`src/rtl/vga_err_pkg.sv`:
```
// rtl/vga_err_pkg.sv - shared constants and helpers for the VGA error monitor
package vga_err_pkg;

    // Display-select offsets, each added to NUM_CH
    localparam int SEL_GRAND = 0;
    localparam int SEL_LAST  = 1;
    localparam int SEL_WORST = 2;
    localparam int SEL_ERRFR = 3;

    // Add two values and clamp the result to the all-ones value of a width-bit counter
    function automatic logic [31:0] sat_add(input logic [31:0] a, input logic [31:0] b,
                                            input int width);
        logic [32:0] sum;
        logic [32:0] max_val;
        sum     = {1'b0, a} + {1'b0, b};
        max_val = (33'd1 << width) - 33'd1;
        if (sum > max_val) begin
            return max_val[31:0];
        end
        return sum[31:0];
    endfunction

    // Number of set bits in an error vector of up to 8 channels
    function automatic logic [3:0] popcount(input logic [7:0] v);
        logic [3:0] n;
        n = '0;
        for (int i = 0; i < 8; i++) begin
            n = n + {3'b000, v[i]};
        end
        return n;
    endfunction

endpackage

```
`src/rtl/vga_err_sat_acc.sv`:
```
// rtl/vga_err_sat_acc.sv - saturating accumulator with load and clear
module vga_err_sat_acc
    import vga_err_pkg::*;
#(
    parameter int CNT_WIDTH = 16,
    parameter int INC_WIDTH = 2
) (
    input  logic                 pixel_clk,
    input  logic                 rst_n,
    input  logic [INC_WIDTH-1:0] inc,
    input  logic                 load,
    input  logic [INC_WIDTH-1:0] load_val,
    input  logic                 clr,
    output logic [CNT_WIDTH-1:0] value
);

    // Clear wins over load, load wins over accumulate; accumulation never wraps
    always_ff @(posedge pixel_clk) begin
        if (!rst_n || clr) begin
            value <= '0;
        end else if (load) begin
            value <= CNT_WIDTH'(load_val);
        end else begin
            value <= CNT_WIDTH'(sat_add(32'(value), 32'(inc), CNT_WIDTH));
        end
    end

endmodule

```
`src/rtl/vga_error_monitor.sv`:
```
// rtl/vga_error_monitor.sv - multi-channel saturating VGA error statistics
module vga_error_monitor
    import vga_err_pkg::*;
#(
    parameter int NUM_CH    = 2,
    parameter int CNT_WIDTH = 16,
    parameter int VSYNC_POL = 1,
    localparam int SEL_WIDTH = $clog2(NUM_CH + 4)
) (
    input  logic                 pixel_clk,
    input  logic                 rst_n,
    input  logic                 vsync,
    input  logic [NUM_CH-1:0]    err,
    input  logic                 clr,
    input  logic [SEL_WIDTH-1:0] sel,
    output logic [15:0]          disp,
    output logic [NUM_CH-1:0]    sticky,
    output logic                 any_err_frame
);

    localparam int   INC_WIDTH = $clog2(NUM_CH + 1);
    localparam logic VS_ACT    = (VSYNC_POL != 0);

    logic [CNT_WIDTH-1:0] ch_total [NUM_CH];
    logic [CNT_WIDTH-1:0] grand_total;
    logic [CNT_WIDTH-1:0] frame_acc;
    logic [CNT_WIDTH-1:0] last_frame;
    logic [CNT_WIDTH-1:0] worst_frame;
    logic [CNT_WIDTH-1:0] err_frames;
    logic                 vsync_q;
    logic                 armed;
    logic                 boundary;
    logic [INC_WIDTH-1:0] err_cnt;
    logic [15:0]          disp_nxt;

    function automatic logic [15:0] to16(input logic [CNT_WIDTH-1:0] x);
        logic [31:0] w;
        w = 32'(x);
        return w[15:0];
    endfunction

    // armed keeps a vsync level that is already active after reset/clr from
    // looking like a fresh edge on the first sampled cycle
    assign boundary = armed && (vsync == VS_ACT) && (vsync_q != VS_ACT);
    assign err_cnt  = INC_WIDTH'(popcount(8'(err)));

    for (genvar i = 0; i < NUM_CH; i++) begin : g_ch
        vga_err_sat_acc #(.CNT_WIDTH(CNT_WIDTH), .INC_WIDTH(1)) u_ch_acc (
            .pixel_clk (pixel_clk),
            .rst_n     (rst_n),
            .inc       (err[i]),
            .load      (1'b0),
            .load_val  (1'b0),
            .clr       (clr),
            .value     (ch_total[i])
        );
    end

    vga_err_sat_acc #(.CNT_WIDTH(CNT_WIDTH), .INC_WIDTH(INC_WIDTH)) u_grand_acc (
        .pixel_clk (pixel_clk),
        .rst_n     (rst_n),
        .inc       (err_cnt),
        .load      (1'b0),
        .load_val  ('0),
        .clr       (clr),
        .value     (grand_total)
    );

    // Boundary-cycle errors open the new frame, hence load rather than reset
    vga_err_sat_acc #(.CNT_WIDTH(CNT_WIDTH), .INC_WIDTH(INC_WIDTH)) u_frame_acc (
        .pixel_clk (pixel_clk),
        .rst_n     (rst_n),
        .inc       (err_cnt),
        .load      (boundary),
        .load_val  (err_cnt),
        .clr       (clr),
        .value     (frame_acc)
    );

    // Edge detect, sticky flags and the per-frame statistics latched at each boundary
    always_ff @(posedge pixel_clk) begin
        if (!rst_n || clr) begin
            vsync_q       <= 1'b0;
            armed         <= 1'b0;
            sticky        <= '0;
            any_err_frame <= 1'b0;
            last_frame    <= '0;
            worst_frame   <= '0;
            err_frames    <= '0;
        end else begin
            vsync_q       <= vsync;
            armed         <= 1'b1;
            sticky        <= sticky | err;
            any_err_frame <= boundary && (frame_acc != '0);
            if (boundary) begin
                last_frame <= frame_acc;
                if (frame_acc > worst_frame) begin
                    worst_frame <= frame_acc;
                end
                if (frame_acc != '0) begin
                    err_frames <= CNT_WIDTH'(sat_add(32'(err_frames), 32'd1, CNT_WIDTH));
                end
            end
        end
    end

    // Select the statistic to show; unused select codes read as zero
    always_comb begin
        int sel_i;
        disp_nxt = '0;
        sel_i    = 32'(sel);
        for (int i = 0; i < NUM_CH; i++) begin
            if (sel_i == i) begin
                disp_nxt = to16(ch_total[i]);
            end
        end
        if (sel_i == NUM_CH + SEL_GRAND) disp_nxt = to16(grand_total);
        if (sel_i == NUM_CH + SEL_LAST)  disp_nxt = to16(last_frame);
        if (sel_i == NUM_CH + SEL_WORST) disp_nxt = to16(worst_frame);
        if (sel_i == NUM_CH + SEL_ERRFR) disp_nxt = to16(err_frames);
    end

    // One register stage between the counters and the pmod pins
    always_ff @(posedge pixel_clk) begin
        if (!rst_n) begin
            disp <= '0;
        end else begin
            disp <= disp_nxt;
        end
    end

endmodule

```
`config.mk`:
```
export PLATFORM = sky130hd
export DESIGN_NAME = vga_error_monitor
export DESIGN_NICKNAME = d
export VERILOG_FILES = /design/src/rtl/vga_err_pkg.sv /design/src/rtl/vga_err_sat_acc.sv /design/src/rtl/vga_error_monitor.sv
export SDC_FILE = /design/constraint.sdc
export NUM_CORES = 1
export LEC_CHECK = 0
export ABC_AREA = 1
export CAP_MARGIN = 10
export CORE_UTILIZATION = 33
export DETAILED_ROUTE_END_ITERATION = 10
export DONT_BUFFER_PORTS = 1
export GPL_TIMING_DRIVEN = 0
export SLEW_MARGIN = 20
export SYNTH_ARGS = -nofsm -noshare
export SYNTH_HDL_FRONTEND = slang
export SYNTH_SLANG_ARGS = --single-unit
export TNS_END_PERCENT = 30
```
`constraint.sdc`:
```
create_clock -name pixel_clk -period 3.2 [get_ports pixel_clk]
set_input_delay 0.96 -clock pixel_clk [delete_from_list [all_inputs] [get_ports pixel_clk]]
set_output_delay 0.96 -clock pixel_clk [all_outputs]
set_load 0.01 [all_outputs]
```
### Word-level counts from Yosys, hierarchy flattened

Cells that the tools add are included.

* input bits: 9
* ROM bits: 0
* word-level logic and storage cells: 73
* latch bits: 0
* memories: 0
* output and inout bits: 19
* register bits: 133
* bits in writable memories: 0

* mux-type cells: 31
* multiply operators: 0
* shifts and indexed selects: 0
* divide/modulo/power cells: 0
* add/sub/neg operators: 6
* reduce and logical (&&, ||, !) cells: 10
* bitwise logic cells: 2
* $lt $le $gt $ge: 6
* equal/unequal tests: 5

Operators with widths (count)
* 2-to-1 mux 16 bit: 16
* > comparator 17 x 16 -> 1 bit (second input constant): 5
* adder 16 x 1 -> 17 bit: 2
* adder 16 x 2 -> 17 bit: 2
* adder 16 x 1 -> 17 bit (second input constant): 1
* > comparator 16 bit: 1
* nonzero test 16 bit: 1
* 2-to-1 mux 1 bit: 14
* equality test 3 bit (second input constant): 4
* AND reduction 2 bit: 2
* equality test 3 x 2 -> 1 bit (second input constant): 1
* logical AND 1 bit: 3
* zero test 3 bit: 1
* adder 1 x 1 -> 2 bit: 1
* 2-to-1 mux 2 bit: 1
* OR 2 bit: 1
* OR reduction 2 bit: 1
* zero test 1 bit: 1
* logical OR 1 bit: 1
* inverter 1 bit: 1

### Longest topological paths before layout

Gate-level depths: netlist of run 1.

* word-level depth: 8
* gate-level depth with buffers: 16
* mapped depth without buffers: 15

### By module

A second synthesis of run 1 with hierarchy kept.

* cells, all modules: 1054
* area total of the unflattened synthesis: 7588.5 µm²

Modules (own cells, without submodules)
* vga_error_monitor: sequential area each 1381.3 µm², area an instance 3837.4 µm², times used 1, cells each 554
* vga_err_sat_acc (u_frame_acc ...): sequential area each 320.3 µm², area an instance 960.9 µm², times used 2, cells each 130
* vga_err_sat_acc (g_ch[0].u_ch_acc ...): sequential area each 320.3 µm², area an instance 914.6 µm², times used 2, cells each 120

### Worst setup path before layout of run 1

No wires, ideal clock.

* path type: input-to-reg
* start: input port err[0]
* end: register u_frame_acc.value[10]
* data required time: 3130 ps
* buffers on the path: 1
* arrival: 2624 ps
* setup slack: 506 ps
* cell stages on the path: 10
* library setup time: 70 ps
* path through: ha_1 ha_1 ha_1 inv_1 nand2_1 nand4_1 nor3_4 nand4_1 buf_2 a21oi_1

* longest elaborated chain between the ends: 7

RTL lines
* start: declaration: line vga_error_monitor.sv:13 `input logic [NUM_CH-1:0] err,`
* adder 1 x 1 -> 2 bit *: line vga_err_pkg.sv:28 `n = n + {3'b000, v[i]};`
* adder 16 x 2 -> 17 bit *: line vga_err_pkg.sv:15 `sum = {1'b0, a} + {1'b0, b};`
* > comparator 17 x 16 -> 1 bit: line vga_err_pkg.sv:17 `if (sum > max_val) begin`
* 2-to-1 mux 1 bit: line vga_err_pkg.sv:17
* 2-to-1 mux 1 bit: line vga_err_sat_acc.sv:21 `end else if (load) begin`
* 2-to-1 mux 1 bit: line vga_err_sat_acc.sv:19 `if (!rst_n || clr) begin`
* 2-to-1 mux 16 bit *: line vga_err_pkg.sv:20 `return sum[31:0];`
* end signal: assignment: line vga_err_sat_acc.sv:22 `value <= CNT_WIDTH'(load_val);`
* end signal: assignment: line vga_err_sat_acc.sv:24 `value <= CNT_WIDTH'(sat_add(32'(value), 32'(inc), CNT_WIDTH));`
* end: declaration: line vga_err_sat_acc.sv:14 `output logic [CNT_WIDTH-1:0] value`

Every way passes the cells marked *; elsewhere a longest branch is shown, timed or not. The select of a mux whose other input is x is not followed.
A chain may end at the register's enable or synchronous reset.

### Worst setup path after layout of run 1

* start: input port err[0]
* end: register u_grand_acc.value[7]

* longest elaborated chain between the ends: 6

RTL lines (line)
* adder 1 x 1 -> 2 bit *: vga_err_pkg.sv:28
* adder 16 x 2 -> 17 bit *: vga_err_pkg.sv:15
* > comparator 17 x 16 -> 1 bit: vga_err_pkg.sv:17
* 2-to-1 mux 1 bit: vga_err_pkg.sv:17
* 2-to-1 mux 1 bit: vga_err_sat_acc.sv:19
* 2-to-1 mux 16 bit *: vga_err_pkg.sv:20
* end signal: assignment: vga_err_sat_acc.sv:22
* end signal: assignment: vga_err_sat_acc.sv:24
* end: declaration: vga_err_sat_acc.sv:14

Marked as above.

==> flow_summary.ini, run 1 <==
[route]
drc = 0
postRouteAntennaNets = 0
initialDrtViolationCount = 502
wl_mm = 19.6
firstDrtPassIters = 5
viasPerCell = 4.93
dr_total_vias = 6672
wl_per_cell_um = 14.5

[outcome]
outcome = finished, final reports clean

[setup_path]
cpMostUsedCell = ha_1
cp-end-kind = flip-flop
critPathCapture = u_grand_acc.value[7]
critPathLaunch = err[0]
critPathBufInv = 2
r2r-end = worst_frame[11]
critPathRequiredTime_ns = 3.56
r2r-start = worst_frame[15]
slowest_delay_ns = 0.83
critical_path.cell_chain = ha_1 -> ha_1 -> ha_1 -> inv_1 -> nand2_1 -> nand4_1 -> nor4_1 -> o21ai_0 -> inv_1
cp-start-kind = input port
cp_top_family = simple AND/OR/NAND/NOR gates
path_class = in -> reg
reg2reg_depth = 10
crit_slowest_cell = nor4_1
critPathMaxFanout = 6
r2r_setup_slack_ns = 0.74
cp.arrival_ns = 3.13
critical_path_depth = 9

[layout]
fin_cells = 1352
drive_gt1_frac = 0.0623
syn2layout_area_growth_pct = 13.6
nNetsFinal = 1100

[timing]
period_needed_ns = 2.77
skew_ns = 0.00769
relSlewSlack = 0.324
setup_viol = 0
slew_violations = 0
hold_viol = 0
fin_crit_sh = 0.866
rsz0062_at_grt = no
holdWs_ns = 0.520
worstMarginPinSlew_ns = 1.00
fmax_mhz = 361

[logic_synthesis]
syn-mean-instance-area_um2 = 6.91
synth.most_common_cell = nand2_1
synthesis.area_um2 = 7210
netlist.area_leader.share = 0.369
yosysWarnings = 0
ys_ff_latch = 133
synth_edf_count = 0
synth_async_sr_flop_share = 0
yosysUniqueCellTypes = 41
synth_nets = 1081
yosysTopAreaCell = dfxtp_1
ys.flop_type = dfxtp_1
synthTopCellsByArea = dfxtp_1 37%, nand2_1 10%, a21oi_1 9.4%
yosysSeqAreaShare = 0.369
netlist_top_cells_count = 198 x nand2_1, 164 x inv_1, 136 x a21oi_1, 133 x dfxtp_1, 90 x nor2_1
syn_inst = 1044

[placement]
portBuffers = 0
dpl.cell_count = 1319
hpwl_mm = 14.7
place_congestion = 0.927

[global_route]
track_usage = 0.184
grt_pass1_vias = 6211
gr-total-overflow = 0
grt_first_pass_wirelength_mm = 31.7
grt_start_max_net_pins = 17
antenna_found_initial = 2

[clock_tree]
ctsResizeCount = 0
clk_latency_ns = 0.42
root_buffer = clkbuf_16
postCtsHoldBufs = 0
cts_tree = built
clk_pin_slew_ns = 0.06
cts_setup_buffers = 0
clock_sinks = 133
clk_path_buf_depth = 2
h-tree-depth = 4
cts_buffers = 17

[floorplanning]
chipHeight_um = 150
die_w_um = 150
core_um2 = 21200
start_util = 0.340
dieArea_um2 = 22400
rows = 53
ioPinCount = 28

[power_and_ir_drop]
powerDensity_nw_per_um2 = 488
vdd_ir_drop_max_v = 0.000299
p_leak_nw = 3.28

[hold_path]
hp-class = reg -> reg

[flow_run]
max_cap_viol_count = 0
## cells in the final DEF, fill, tap and decap left out, types with 26 or more instances in the layout
master	instances
a21oi_1	136
clkbuf_1	26
dfxtp_1	133
ha_1	28
inv_1	164
nand2_1	198
nand3_1	63
nor2_1	90
o21ai_0	55
xor2_1	34
## worst reg2reg max path, stage by stage, from the launching register on
cell and delay [ns]:
dfxtp_1 0.39, inv_1 0.07, ha_1 0.28, nand2_1 0.08, nor3_1 0.41, inv_1 0.08
o21ai_1 0.32, clkbuf_1 0.43, nand3_1 0.16, nand2_1 0.10, nor2_1 0.05
## report_power, final
group	internal [mW]	switching [mW]	total, mW
sequential	1.67	0.0155	1.69
combinational	0.0588	0.155	0.214
clock	1.34	0.752	2.10
total	3.08	0.922	4.00
## registers in the layout, summed over array words and instances (netlist names)
| register | cells |
|---|---|
| any_err_frame | 1 |
| vsync_q | 1 |
| armed | 1 |
| sticky | 2 |
| disp | 16 |
| last_frame | 16 |
| u_grand_acc.value | 16 |
| err_frames | 16 |
| u_frame_acc.value | 16 |
| g_ch.u_ch_acc.value | 32 |
| worst_frame | 16 |
## layer usage
layer  up-vias  global-route usage  wire [µm]
li1       3443                   -          -
met1      3071               0.246       9570
met2       142               0.287       8750
met3        14              0.0479       1020
met4         2              0.0556        252
met5         -                   0         13
## cell families after synthesis
kind of cell	share of synthesized area
flops	0.369
simple gates	0.262
buf+inv	0.109
xor+xnor	0.0520
compound gates	0.159
fa+ha+maj	0.0486
## cell type report
type	count	area, µm²
well taps	275	344
flip-flops and latches	133	2660
clock buffers	20	457
multi-input cells	707	3760
fillers	2287	13000
plain buffers	37	161
clock inverters	12	178
inverters	167	627
diodes	1	2.50
## metrics by stage
step	setup slack [ns]	power [mW]	utilization	TNS, ns	area (µm²)
floorplan	0.506	1.88	-	0	7210
global placement	-0.0290	1.93	0.356	-0.0290	7560
detailed placement	-0.0110	1.94	0.356	-0.0291	7560
CTS	0.411	4.04	0.386	0	8190
global route	0.168	4.15	0.386	0	8190
finish	0.429	4.00	0.386	0	8190
## worst min path at each step
stage,start,endpoint,cells past startpoint
finish,g_ch[1].u_ch_acc.value[15],g_ch[1].u_ch_acc.value[12],2
global route,err_frames[6],disp[6],2
CTS,g_ch[1].u_ch_acc.value[15],g_ch[1].u_ch_acc.value[12],2
detailed placement,err_frames[3],disp[3],2
global placement,g_ch[1].u_ch_acc.value[15],g_ch[1].u_ch_acc.value[12],2
floorplan,err_frames[6],disp[6],2
(Power assumes the default switching activity.)
==> run 2, diff against run 1 <==
Settings changed: CORE_UTILIZATION 33 to 55, PLACE_DENSITY set to 0.7.
==> flow_summary.ini, run 2 (synthesized netlist as in run 1, its figures left out) <==
[setup_path]
cpMostUsedCell = ha_1
critPathLaunch = err[0]
reg2reg_depth = 10
critPathRequiredTime_ns = 3.57
cp-start-kind = input port
r2r_setup_slack_ns = 0.84
crit_slowest_cell = nor4_1
critical_path.cell_chain = ha_1 -> ha_1 -> ha_1 -> inv_1 -> nand2_1 -> nand4_1 -> nor4_1 -> o21ai_0 -> inv_1
r2r-start = worst_frame[15]
critPathMaxFanout = 6
cp-end-kind = flip-flop
slowest_delay_ns = 0.83
cp.arrival_ns = 3.12
path_class = in -> reg
r2r-end = worst_frame[13]

[timing]
timing.setup.tns_ns = 0
worstMarginPinSlew_ns = 1.00
period_needed_ns = 2.75
fin_crit_sh = 0.858
holdWs_ns = 0.514
setup_viol = 0
hold_viol = 0
slew_violations = 0
fmax_mhz = 364
fin_ws_ns = 0.455
rsz0062_at_grt = no
skew_ns = 0.00672
relSlewSlack = 0.326

[floorplanning]
start_util = 0.567
die_w_um = 117
core_um2 = 12700
dieArea_um2 = 13600
chipHeight_um = 117
rows = 41
ioPinCount = 28

[clock_tree]
clk_path_buf_depth = 2
clk_pin_slew_ns = 0.05
cts_setup_buffers = 0
cts_buffers = 17
postCtsHoldBufs = 0
root_buffer = clkbuf_16
ctsResizeCount = 0
clock_sinks = 133
clk_latency_ns = 0.43
cts_tree = built
h-tree-depth = 4

[global_route]
antenna_found_initial = 0
grt_pass1_vias = 6089
grt_first_pass_wirelength_mm = 30.5
grt_start_max_net_pins = 17
track_usage = 0.297
gr-total-overflow = 0

[layout]
largest_register_ffs = 32
postLayoutCoreUtil = 0.626
design_area_um2 = 7960
nNetsFinal = 1100
drive_gt1_frac = 0.0595
fin_cells = 1248
regMostFlops = g_ch.u_ch_acc.value
multi_input_area_um2 = 3760
fillers = 1255
final_common_cell = nand2_1
seqCellArea_um2 = 2660
syn2layout_area_growth_pct = 10.4
final_cell_mix = 198 x nand2_1, 164 x inv_1, 136 x a21oi_1
diodes = 0

[placement]
place_area_um2 = 7430
portBuffers = 0
place_congestion = 0.956
dpl.cell_count = 1216
hpwl_mm = 14.0
place_ws_ns = 0.0491

[hold_path]
hold_end = worst_frame[1]
hp-class = reg -> reg
holdCritStartpoint = worst_frame[1]
hold_depth = 2

[power_and_ir_drop]
powerDensity_nw_per_um2 = 466
vdd_ir_drop_max_v = 0.000422
p_leak_nw = 3.24
power_mw = 3.71

[route]
firstDrtPassIters = 5
viasPerCell = 5.37
postRouteAntennaNets = 0
wl_mm = 18.9
dr_total_vias = 6696
drc = 0
wl_per_cell_um = 15.1
initialDrtViolationCount = 552

[flow_run]
max_cap_viol_count = 0

[outcome]
outcome = finished, final reports clean
run 2: critical path: cells and delay by family:
kind	cells	cell delay (ns)
buffers and inverters	2	0.12
AND/OR/NAND/NOR	3	1.20
AO/OA/AOI/OAI	1	0.22
adder cells (fa/ha/maj)	3	0.63
run 2: power breakdown:
group	internal [mW]	total [mW]	switching, mW	leakage, nW
logic	0.0588	0.213	0.154	1.91
registers	1.68	1.69	0.0150	1.07
clock network	1.08	1.81	0.729	0.259
total	2.81	3.71	0.898	3.24
run 2: per-layer routing:
metal | vias to the layer above | share of wire | track usage | wire length [µm]
li1 | 3428 | - | - | -
met1 | 3083 | 0.47 | 0.393 | 8860
met2 | 151 | 0.45 | 0.473 | 8570
met3 | 34 | 0.055 | 0.0680 | 1030
met4 | 0 | 0.022 | 0.109 | 418
met5 | - | 0 | 0 | 0
run 2: worst max path at each step:
stage               cells past startpoint                    end  slack (ns)
floorplan                              10  u_frame_acc.value[10]        0.51
global placement                        9   u_grand_acc.value[5]        0.06
detailed placement                      9  u_grand_acc.value[10]        0.05
CTS                                     9  u_grand_acc.value[10]        0.46
global route                            9   u_grand_acc.value[7]        0.26
finish                                  9   u_grand_acc.value[5]        0.45
run 2: final cells by class:
| cell class | count | area share |
|---|---|---|
| clock inverter | 10 | 0.0104 |
| clock buffer | 22 | 0.0570 |
| buffer | 37 | 0.0203 |
| inverter | 167 | 0.0787 |
| multi-input combinational | 707 | 0.472 |
| tap | 172 | 0.0270 |
| sequential | 133 | 0.334 |
==> run 3, diff against run 2 <==
Settings changed: GPL_ROUTABILITY_DRIVEN set to 1.
==> results of run 3 <==
No change in the layout: final DEF, timing and power equal those of run 2.
